**src/rtl/div_sqrt_iter_unit_pkg.sv**
```systemverilog
// Shared definitions for the iterative divide / square-root unit.
package fpu_defs_div_sqrt_tp;

  typedef enum logic [1:0] {
    IDLE = 2'd0,
    BUSY = 2'd1,
    DONE = 2'd2
  } state_e;

  localparam logic OP_DIV  = 1'b0;
  localparam logic OP_SQRT = 1'b1;

endpackage

```
**src/rtl/div_sqrt_iter_unit_step.sv**
```systemverilog
// One radix-2 non-restoring step shared by divide and square root.
// Remainder sign selects add/subtract; subtraction is done as add of the
// inverted term with a carry-in. Disabled steps pass their inputs through.
module div_sqrt_step
  import fpu_defs_div_sqrt_tp::*;
#(
  parameter int unsigned C_QW = 10,
  parameter int unsigned C_RW = 15,
  parameter int unsigned C_DW = 9
) (
  input  logic            en,
  input  logic            op,
  input  logic [1:0]      rad_bits,
  input  logic [C_DW-1:0] divisor,
  input  logic [C_RW-1:0] rem_in,
  input  logic [C_QW-1:0] root_in,
  output logic [C_RW-1:0] rem_out,
  output logic [C_QW-1:0] root_out
);

  logic            sub;
  logic [C_RW-1:0] shifted;
  logic [C_RW-1:0] term;
  logic [C_RW-1:0] operand;
  logic [C_RW-1:0] sum;

  // Shift remainder, pick divisor or {root,digit,1} term, then add/subtract.
  always_comb begin
    sub     = ~rem_in[C_RW-1];
    shifted = {rem_in[C_RW-2:0], 1'b0};
    term    = C_RW'(divisor);
    if (op == OP_SQRT) begin
      shifted = {rem_in[C_RW-3:0], rad_bits};
      term    = C_RW'({root_in, ~sub, 1'b1});
    end
    operand = sub ? ~term : term;
    sum     = shifted + operand + C_RW'(sub);
    rem_out  = rem_in;
    root_out = root_in;
    if (en) begin
      rem_out  = sum;
      root_out = {root_in[C_QW-2:0], ~sum[C_RW-1]};
    end
  end

endmodule

```
**src/rtl/div_sqrt_iter_unit.sv**
```systemverilog
// Iterative mantissa divider / square-root unit with fixed latency.
// C_UNROLL chained radix-2 steps per cycle; final remainder is restored
// before the sticky bit is taken.
module div_sqrt_iter_unit
  import fpu_defs_div_sqrt_tp::*;
#(
  parameter int unsigned C_WIDTH  = 53,
  parameter int unsigned C_UNROLL = 1
) (
  input  logic                 Clk_CI,
  input  logic                 Rst_SI,
  input  logic                 In_valid_SI,
  output logic                 In_ready_SO,
  input  logic                 Op_SI,
  input  logic                 Sqrt_odd_SI,
  input  logic [C_WIDTH-1:0]   Mant_a_DI,
  input  logic [C_WIDTH-1:0]   Mant_b_DI,
  input  logic                 Kill_SI,
  output logic                 Out_valid_SO,
  input  logic                 Out_ready_SI,
  output logic [C_WIDTH+1:0]   Result_DO,
  output logic                 Sticky_SO,
  output logic                 Div_zero_SO
);

  localparam int unsigned W  = C_WIDTH;
  localparam int unsigned QW = W + 2;
  localparam int unsigned N  = (QW + C_UNROLL - 1) / C_UNROLL;
  localparam int unsigned RW = QW + 5;
  localparam int unsigned DW = W + 1;
  localparam int unsigned XW = 2 * QW;
  localparam int unsigned CW = (N > 1) ? $clog2(N) : 1;

  state_e          state_q, state_d;
  logic [CW-1:0]   cnt_q;
  logic            op_q;
  logic            div_zero_q;
  logic [DW-1:0]   divisor_q;
  logic [XW-1:0]   rad_q;
  logic [RW-1:0]   rem_q;
  logic [QW-1:0]   root_q;
  logic [QW-1:0]   result_q;
  logic            sticky_q;
  logic            dz_out_q;

  logic            last_c;
  logic            accept_c;
  logic            finish_c;
  logic [RW-1:0]   rem_f;
  logic [QW-1:0]   root_f;
  logic [RW-1:0]   corr_term;
  logic [RW-1:0]   rem_fix;

  assign last_c       = (cnt_q == CW'(N - 1));
  assign In_ready_SO  = (state_q == IDLE) | ((state_q == DONE) & Out_ready_SI);
  assign Out_valid_SO = (state_q == DONE);
  assign Result_DO    = result_q;
  assign Sticky_SO    = sticky_q;
  assign Div_zero_SO  = dz_out_q;

  // Step chain; steps past QW total in the last cycle are masked.
  for (genvar j = 0; j < C_UNROLL; j++) begin : g_step
    logic          en;
    logic [RW-1:0] rem_i, rem_o;
    logic [QW-1:0] root_i, root_o;
    if (j == 0) begin : g_first
      assign rem_i  = rem_q;
      assign root_i = root_q;
    end else begin : g_next
      assign rem_i  = g_step[j-1].rem_o;
      assign root_i = g_step[j-1].root_o;
    end
    assign en = ((32'(cnt_q) * C_UNROLL) + 32'(j)) < QW;
    div_sqrt_step #(.C_QW(QW), .C_RW(RW), .C_DW(DW)) u_step (
      .en       (en),
      .op       (op_q),
      .rad_bits (rad_q[XW-1-2*j -: 2]),
      .divisor  (divisor_q),
      .rem_in   (rem_i),
      .root_in  (root_i),
      .rem_out  (rem_o),
      .root_out (root_o)
    );
  end

  assign rem_f  = g_step[C_UNROLL-1].rem_o;
  assign root_f = g_step[C_UNROLL-1].root_o;

  // Restore a negative final remainder so sticky reflects the true remainder.
  always_comb begin
    corr_term = RW'(divisor_q);
    if (op_q == OP_SQRT) begin
      corr_term = RW'({root_f, 1'b1});
    end
    rem_fix = rem_f;
    if (rem_f[RW-1]) begin
      rem_fix = rem_f + corr_term;
    end
  end

  // State register.
  always_ff @(posedge Clk_CI) begin
    if (Rst_SI) state_q <= IDLE;
    else        state_q <= state_d;
  end

  // Next-state and control strobes; kill outranks accept outside IDLE.
  always_comb begin
    state_d  = state_q;
    accept_c = 1'b0;
    finish_c = 1'b0;
    case (state_q)
      IDLE: begin
        if (In_valid_SI) begin
          accept_c = 1'b1;
          state_d  = BUSY;
        end
      end
      BUSY: begin
        if (Kill_SI) begin
          state_d = IDLE;
        end else if (last_c) begin
          finish_c = 1'b1;
          state_d  = DONE;
        end
      end
      DONE: begin
        if (Kill_SI) begin
          state_d = IDLE;
        end else if (Out_ready_SI) begin
          if (In_valid_SI) begin
            accept_c = 1'b1;
            state_d  = BUSY;
          end else begin
            state_d = IDLE;
          end
        end
      end
      default: state_d = IDLE;
    endcase
  end

  // Operand capture, iteration registers and result registers.
  always_ff @(posedge Clk_CI) begin
    if (Rst_SI) begin
      cnt_q      <= '0;
      op_q       <= OP_DIV;
      div_zero_q <= 1'b0;
      divisor_q  <= '0;
      rad_q      <= '0;
      rem_q      <= '0;
      root_q     <= '0;
      result_q   <= '0;
      sticky_q   <= 1'b0;
      dz_out_q   <= 1'b0;
    end else begin
      if (accept_c) begin
        cnt_q      <= '0;
        op_q       <= Op_SI;
        div_zero_q <= (Op_SI == OP_DIV) & ~Mant_b_DI[W-1];
        divisor_q  <= {Mant_b_DI, 1'b0};
        rad_q      <= Sqrt_odd_SI ? (XW'(Mant_a_DI) << (XW - W))
                                  : (XW'(Mant_a_DI) << (XW - W - 1));
        rem_q      <= (Op_SI == OP_SQRT) ? '0 : RW'(Mant_a_DI);
        root_q     <= '0;
      end else if (state_q == BUSY) begin
        cnt_q  <= last_c ? '0 : cnt_q + CW'(1);
        rem_q  <= rem_f;
        root_q <= root_f;
        rad_q  <= rad_q << (2 * C_UNROLL);
      end
      if (finish_c) begin
        result_q <= div_zero_q ? '1 : root_f;
        sticky_q <= div_zero_q ? 1'b0 : (|rem_fix);
        dz_out_q <= div_zero_q;
      end
    end
  end

endmodule

```
**config.mk**
```make
export PLATFORM = sky130hd
export DESIGN_NAME = div_sqrt_iter_unit
export DESIGN_NICKNAME = d
export VERILOG_FILES = /design/src/rtl/div_sqrt_iter_unit_pkg.sv /design/src/rtl/div_sqrt_iter_unit_step.sv /design/src/rtl/div_sqrt_iter_unit.sv
export SDC_FILE = /design/constraint.sdc
export NUM_CORES = 1
export LEC_CHECK = 0
export ABC_AREA = 1
export CAP_MARGIN = 10
export CORE_ASPECT_RATIO = 0.5
export CORE_MARGIN = 1.5
export CORE_UTILIZATION = 39
export DETAILED_ROUTE_END_ITERATION = 8
export PLACE_DENSITY = 0.65
export SYNTH_ARGS = -nofsm -noshare
export SYNTH_HDL_FRONTEND = slang
export SYNTH_SLANG_ARGS = --single-unit
```
**constraint.sdc**
```tcl
create_clock -name Clk_CI -period 13.5 [get_ports Clk_CI]
set_input_delay 3.375 -clock Clk_CI [delete_from_list [all_inputs] [get_ports Clk_CI]]
set_output_delay 3.375 -clock Clk_CI [all_outputs]
set_load 0.1 [all_outputs]
```
* Word-level counts from Yosys, hierarchy flattened
Index checks and enable logic that the tools add are counted.
** Cells by class
- Reduce and logical (&&, ||, !) cells :: 5
- Div/mod/pow operators :: 0
- Add/subtract/negate cells :: 4
- Order comparisons :: 1
- Multipliers :: 0
- Multiplexer cells :: 30
- Equal/unequal tests :: 6
- Bitwise logic cells :: 8
- Shift-type cells :: 0
** Operators with widths (count)
- $mux 60 :: 6
- $mux 110 :: 3
- $mux 55 :: 2
- $add 60x1->60 :: 1
- $add 60x56->60 :: 1
- $add 60x60->60 :: 1
- $not 60->60 :: 1
- $reduce_or 60->1 :: 1
- $mux 57 :: 1
- $mux 56 :: 1
- $mux 53 :: 1
- $mux 2 :: 5
- $mux 1 :: 8
- $add 6x1->6 const B :: 1
- $eq 6x6->1 const B :: 1
- $lt 6x6->1 const B :: 1
- $mux 6 :: 1
- $pmux 2 s3 :: 1
- $not 1->1 :: 4
- $ne 3x2->1 const B :: 1
- $ne 3x3->1 const B :: 1
- $reduce_and 3->1 :: 1
- $and 1x1->1 :: 2
- $eq 2x1->1 const B :: 1
- other kinds (7) :: 7
** Word-level totals
- Word-level logic and storage cells :: 65
- Memories :: 0
- Output and inout bits :: 59
- ROM bits :: 0
- Memory bits (writable) :: 0
- Flip-flop bits (word level) :: 345
- Input port bits :: 113
- Bits in latches :: 0

* Depth between registers and ports, before layout
Gate-level depths: netlist of the first run.
- Depth in word-level cells :: 12
- Depth in mapped cells :: 47
- Depth with buffers taken out :: 44

* Modules after synthesis
Synthesis of the first run repeated with hierarchy kept, for this count alone.
** Second synthesis, totals
- Cell total of the unflattened synthesis :: 4812
- Area, all modules :: 26495.4 um2
** Modules (own cells, without submodules)
- div_sqrt_iter_unit :: seq. area each 5785.5 um2, cells each 2959, area an instance 17863.4 um2, instances 1
- div_sqrt_step :: seq. area each 0.0 um2, cells each 1853, area an instance 8632.0 um2, instances 1

* Least setup slack after synthesis of the first run
No wires, ideal clock.
- Path type :: in2out
- Start :: in Out_ready_SI
- End :: out In_ready_SO
- Setup slack :: 5.263 ns
- Stages :: 2
- Arrival time :: 4.862 ns
- Path buffers :: 0
- Path through :: inv_1 -> a21oi_1
** Between the ends
- Longest elaborated chain between the ends :: 2
** RTL lines
- start, declared :: line div_sqrt_iter_unit.sv:20 : input logic Out_ready_SI,
- $and 1x1->1 :: line div_sqrt_iter_unit.sv:55 : assign In_ready_SO = (state_q == IDLE) | ((state_q == DONE) & Out_ready_SI);
- $or 1x1->1 :: line div_sqrt_iter_unit.sv:55
- end, declared :: line div_sqrt_iter_unit.sv:13 : output logic In_ready_SO,
No other way between the ends.

* Worst setup path after layout of the first run
Ends and elaborated chain as after synthesis.

==> flow_summary.ini, run 1 <==
[outcome]
status = finished clean

[cells_and_area]
syn2layout_area_growth_pct = 13.3
drive_gt1_share_pct = 6.43
final_cell_mix = 1,344 x nand2_1, 628 x inv_1, 474 x o21ai_0
layout.nets = 4607
stdcell_count = 5237
utilization_pct = 44.9
layout_commonest_cell = nand2_1

[place]
dpl_worst_slack_ns = 4.92
dpl.hpwl_um = 89600
gp_congestion = 1.05
dp_cells = 5181
io_buffers = 171

[min_path]
hp-class = reg -> reg

[clock_network]
clock_sinks = 289
hold_buffers = 0
h-tree-depth = 1
numCtsBuffers = 29
cts_root_buffer = clkbuf_16
clock_latency_ns = 0.62
cts_resized = 0
path_clk_slew_ns = 0.07
cts_buffer_depth = 3
cts_tree = built
post_cts_buffers = 0

[logic_synthesis]
synth_top_flop_cell = dfxtp_1
syn_avg_cell_area_um2 = 5.80
synth_seq_cells = 289
synth_cells = 4329
yosysSeqAreaShare_pct = 23.1
synth-edff-count = 0
syn_area_um2 = 25100
netlist-cell-type-count = 58
syn_nets = 4560
synthArstFlopShare_pct = 0
yosys_warnings = 0

[critical_path]
cp_common_cell = clkdlybuf4s50_1
endpoint_kind = output pin
r2r-end = Sticky_SO
reg2reg_depth = 32
crit_chain = clkdlybuf4s50_1 -> inv_1 -> a21oi_1 -> clkdlybuf4s50_1
crit_end = In_ready_SO
rr_startpoint = op_q
startpoint_type = input pin
critical_path_arrival_ns = 5.21
reg2reg_slack_ns = 5.73
critPathSlowestCell = clkdlybuf4s50_1
setup.worst_path.start = Out_ready_SI
crit_type = in -> out
required_ns = 10.12
slowest_delay_ns = 1.15
worstPathMaxFanout = 2

[timing]
hold_viol = 0
setup_tns_ns = 0
max_slew.worst_pin.slew_ns = 1.42
setup_viol = 0
whs_ns = 0.464
setup_slack_ns = 4.91
finalCritPeriodShare_pct = 63.6
grt_setup_unrepaired = false
finalClockSkew_ns = 0.0204
slew_headroom_pct = 4.55
max_freq_mhz = 116
finalMaxSlewViolations = 0
min_period_ns = 8.59

[global_route]
grt_pass1_wl_um = 162000
use_met2_pct = 44.4
grt_use_met1_pct = 47.3
grt-ovfl-total = 0
busiest_layer = met1
grtUsageTotal_pct = 32.6
grt_max_degree = 108
grt_pass1_vias = 25818
antenna_found_initial = 5
use_met3_pct = 12.6

[drt]
drtPass1Iterations = 7
wl_per_cell_um = 21.2
drtIter0Drc = 3532
vias = 28837
routed_wirelength_um = 111000
viasPerCell = 5.51
ant_nets = 0
drc = 0

[die]
initial_core_util_pct = 39.6
dieArea_um2 = 65900
coreArea_um2 = 63300
io_pins = 172
die_x_um = 362
num_rows = 65
die_y_um = 182

[power]
vdd_ir_drop_max_v = 0.000125
cellLeakagePower_nw = 13.7
power.density_nw_per_um2 = 237

[flow_run]
drv_cap = 0
through the flow:
stage	area, um2	power, W
floorplan	25100	0.00404
global placement	27400	0.00562
detailed placement	27400	0.00562
CTS	28400	0.00656
global route	28400	0.00719
finish	28400	0.00675
registers in the layout (all words and copies together), names as in the netlist, 2 cells and up:
| name | flops |
|---|---|
| g_step.rem_i | 60 |
| Result_DO | 55 |
| g_step.root_i | 55 |
| rad_q | 54 |
| divisor_q | 53 |
| cnt_q | 6 |
| state_q | 2 |
worst max-delay path, delay by kind of cell:
kind	cells	cell delay, ns
compound gates	1	0.13
buf+inv	3	1.71
worst min-delay path by stage:
| stage | cells after the start | slack, ns | endpoint | start |
|---|---|---|---|---|
| 2_1_floorplan | 2 | 0.43 | cnt_q[5] | cnt_q[5] |
| 3_3_place_gp | 2 | 0.44 | cnt_q[5] | cnt_q[5] |
| 3_5_place_dp | 2 | 0.45 | rad_q[57] | rad_q[57] |
| 4_1_cts | 2 | 0.46 | rad_q[57] | rad_q[57] |
| 5_1_grt | 2 | 0.48 | g_step[0].rem_i[57] | g_step[0].rem_i[57] |
| 6_report | 2 | 0.46 | g_step[0].rem_i[57] | g_step[0].rem_i[57] |
layer usage:
metal / vias up / part of all wire, %
li1: 13947 / -
met1: 13477 / 46
met2: 1274 / 38
met3: 129 / 13
met4: 10 / 2.5
met5: - / 0.30
cells in the mapped netlist, types with 9 or more instances:
| master | instances | area [um2] |
|---|---|---|
| inv_1 | 632 | 2370 |
| a21oi_1 | 191 | 956 |
| or2_2 | 54 | 338 |
| a22oi_1 | 12 | 90.1 |
| nand3_1 | 159 | 796 |
| nand3b_1 | 15 | 113 |
| nand2_1 | 1346 | 5050 |
| o21ai_1 | 15 | 75.1 |
| o221a_2 | 47 | 529 |
| dfxtp_1 | 289 | 5790 |
| nand2_2 | 25 | 156 |
| buf_2 | 12 | 60.1 |
| nor2_1 | 365 | 1370 |
| a31oi_1 | 100 | 626 |
| nor2_2 | 14 | 87.6 |
| o21bai_1 | 26 | 195 |
| nor3_1 | 24 | 120 |
| clkbuf_1 | 154 | 578 |
| ha_1 | 116 | 1450 |
| buf_1 | 9 | 33.8 |
| xor2_1 | 71 | 622 |
| xnor2_1 | 19 | 166 |
| inv_2 | 22 | 82.6 |
| nand4_1 | 51 | 319 |
| o21ai_0 | 474 | 2370 |
logic make-up (layout without fill, tap and decap cells):
kind of cell	count (synthesis)	count (layout)	share of synthesized area, %
simple gates	2091	2091	34.7
compound gates	901	901	20.5
xor+xnor	90	90	3.14
other cells	0	1	0
flops	289	289	23.1
fa+ha+maj	118	118	5.95
buf+inv	840	910	12.7
cell type report:
| type | count | area [um2] |
|---|---|---|
| Sequential cell | 289 | 5790 |
| Inverter | 662 | 2490 |
| Multi-Input combinational cell | 3200 | 16200 |
| Clock inverter | 20 | 263 |
| Tap cell | 837 | 1050 |
| Fill cell | 6854 | 34800 |
| Antenna cell | 1 | 2.50 |
| Timing Repair Buffer | 194 | 1880 |
| Clock buffer | 34 | 774 |
power by group:
part           internal [W]  switching [W]
clock              0.000513       0.000408
sequential         0.000923      0.0000601
combinational       0.00135        0.00349
total               0.00279        0.00396
No activity file was read; power rests on OpenSTA's default activity.
==> run 2: changes to the inputs <==
==> constraint.sdc (replaced) <==
create_clock -name Clk_CI -period 8.6 [get_ports Clk_CI]
set_input_delay 2.15 -clock Clk_CI [delete_from_list [all_inputs] [get_ports Clk_CI]]
set_output_delay 2.15 -clock Clk_CI [all_outputs]
set_load 0.1 [all_outputs]
==> run 2 against run 1 <==
Effect of this change: register-to-register slack worse by 4.8 ns; largest cell class unchanged; final cell count up 0.78%; global-route usage up 6.8 points.
==> flow_summary.ini, run 2 (synthesized netlist as in run 1, its figures left out) <==
[outcome]
status = finished clean

[critical_path]
slowest_delay_ns = 0.95
reg2reg_slack_ns = 0.91
worstPathMaxFanout = 76
r2r-end = Sticky_SO
crit_type = reg -> reg
required_ns = 9.11
rr_startpoint = op_q
endpoint_kind = flop
cp_common_cell = nand2_1
reg2reg_depth = 35
critPathSlowestCell = o21ai_0
critical_path_arrival_ns = 8.20
startpoint_type = flop

[drt]
drtPass1Iterations = 8
drc = 0
ant_nets = 0
drtIter0Drc = 3963
wl_per_cell_um = 25.3
vias = 29936
viasPerCell = 5.67
routed_wirelength_um = 134000

[power]
vdd_ir_drop_max_v = 0.000174
p_seq_share_pct = 13.9
intPower_w = 0.00454
p_clk_share_pct = 14.0
power.density_nw_per_um2 = 388
cellLeakagePower_nw = 13.9
swShare_pct = 59.4
combPwrFrac_pct = 72.1
p_sw_w = 0.00664

[global_route]
grtUsageTotal_pct = 39.5
grt_pass1_vias = 27006
grt_use_met1_pct = 59.8
grt_pass1_wl_um = 189000
grt_max_degree = 102
grt-ovfl-total = 0
antenna_found_initial = 31
busiest_layer = met1
use_met2_pct = 50.2
use_met3_pct = 16.8

[place]
io_buffers = 171
gp_congestion = 1.04
place_area_um2 = 27700
dpl.hpwl_um = 109000

[flow_run]
drv_cap = 0

[timing]
hold_viol = 0
max_freq_mhz = 130
min_period_ns = 7.69
setup_viol = 0
slew_headroom_pct = 12.1
finalMaxSlewViolations = 0
setup_tns_ns = 0
grt_setup_unrepaired = false
max_slew.worst_pin.slew_ns = 1.30
finalClockSkew_ns = 0.0185
finalCritPeriodShare_pct = 89.4

[clock_network]
cts_tree = built
cts_resized = 0
cts_root_buffer = clkbuf_16
h-tree-depth = 1
cts_buffer_depth = 3
path_clk_slew_ns = 0.08
clock_sinks = 289
hold_buffers = 0
clock_latency_ns = 0.65
post_cts_buffers = 0
numCtsBuffers = 30

[die]
die_y_um = 182
coreArea_um2 = 63300
io_pins = 172
num_rows = 65
die_x_um = 362
dieArea_um2 = 65900
initial_core_util_pct = 39.6

[cells_and_area]
layout.nets = 4647
drive_gt1_share_pct = 7.14
fin_area_um2 = 28800
final_cell_mix = 1,344 x nand2_1, 628 x inv_1, 472 x o21ai_0
syn2layout_area_growth_pct = 14.9
largest_reg_flops = 60
layout_commonest_cell = nand2_1
utilization_pct = 45.5

[min_path]
whs_endpoint = rad_q[56]
hold_path_depth = 2
hp-class = reg -> reg
min_from = rad_q[56]
==> run 2: cell types whose count changed in the layout (fill, tap and decap cells not counted), moves of 2 or more <==
cell,previous run,this run
clkinv_2,8,1
buf_4,23,60
clkbuf_16,29,31
inv_8,2,0
buf_12,0,2
inv_6,3,0
bufinv_16,5,7
clkbuf_1,2,7
diode_2,1,3
o21ai_1,15,17
clkbuf_8,3,5
o21ai_0,474,472
==> run 2: power by group through the flow <==
stage	Sequential, W	Combinational [W]	Clock, W
final	0.00156	0.00806	0.00156
after global routing	0.00157	0.00860	0.00162
after CTS	0.00155	0.00769	0.00157
after detailed placement	0.00158	0.00765	0
after global placement	0.00158	0.00773	0
after floorplan	0.00153	0.00482	0
==> run 2: cell type report <==
type	instances	area (um2)
clock inverter	11	236
multi-input combinational	3200	16200
clock buffer	43	871
fill	6934	34500
inverter	662	2490
tap	837	1050
sequential	289	5790
timing repair buffer	233	2200
antenna	3	7.51
==> run 2: worst max path at each step <==
| stage | startpoint | end | slack, ns |
|---|---|---|---|
| 2_1_floorplan | Out_ready_SI | In_ready_SO | 2.81 |
| 3_3_place_gp | op_q | Sticky_SO | 1.28 |
| 3_5_place_dp | op_q | Sticky_SO | 1.33 |
| 4_1_cts | op_q | Sticky_SO | 1.32 |
| 5_1_grt | op_q | Sticky_SO | 0.74 |
| 6_report | op_q | Sticky_SO | 0.91 |
==> run 2: critical path, delay by kind of cell (launching register included) <==
| family | cells | cell delay [ns] |
|---|---|---|
| simple gates | 20 | 2.50 |
| xor+xnor | 1 | 0.23 |
| fa+ha+maj | 2 | 1.02 |
| buf+inv | 6 | 1.17 |
| compound gates | 6 | 2.19 |
| flops | 1 | 0.37 |
==> run 2: metrics by stage <==
stage          instances  hold slack, ns  worst slack, ns  power, W
5_1_grt             5275           0.477            0.743    0.0118
2_1_floorplan       4329           0.431             2.81   0.00635
6_report            5278           0.471            0.912    0.0112
4_1_cts             5275           0.467             1.32    0.0108
3_5_place_dp        5221           0.458             1.33   0.00923
3_3_place_gp        5221           0.444             1.28   0.00931
==> run 2: metal layers <==
layer | up-vias | routed length [um] | part of all wire [%]
met1 | 14136 | 63500 | 48
met5 | - | 239 | 0.18
met2 | 1565 | 47400 | 35
met3 | 168 | 19600 | 15
li1 | 14035 | - | -
met4 | 32 | 2870 | 2.1
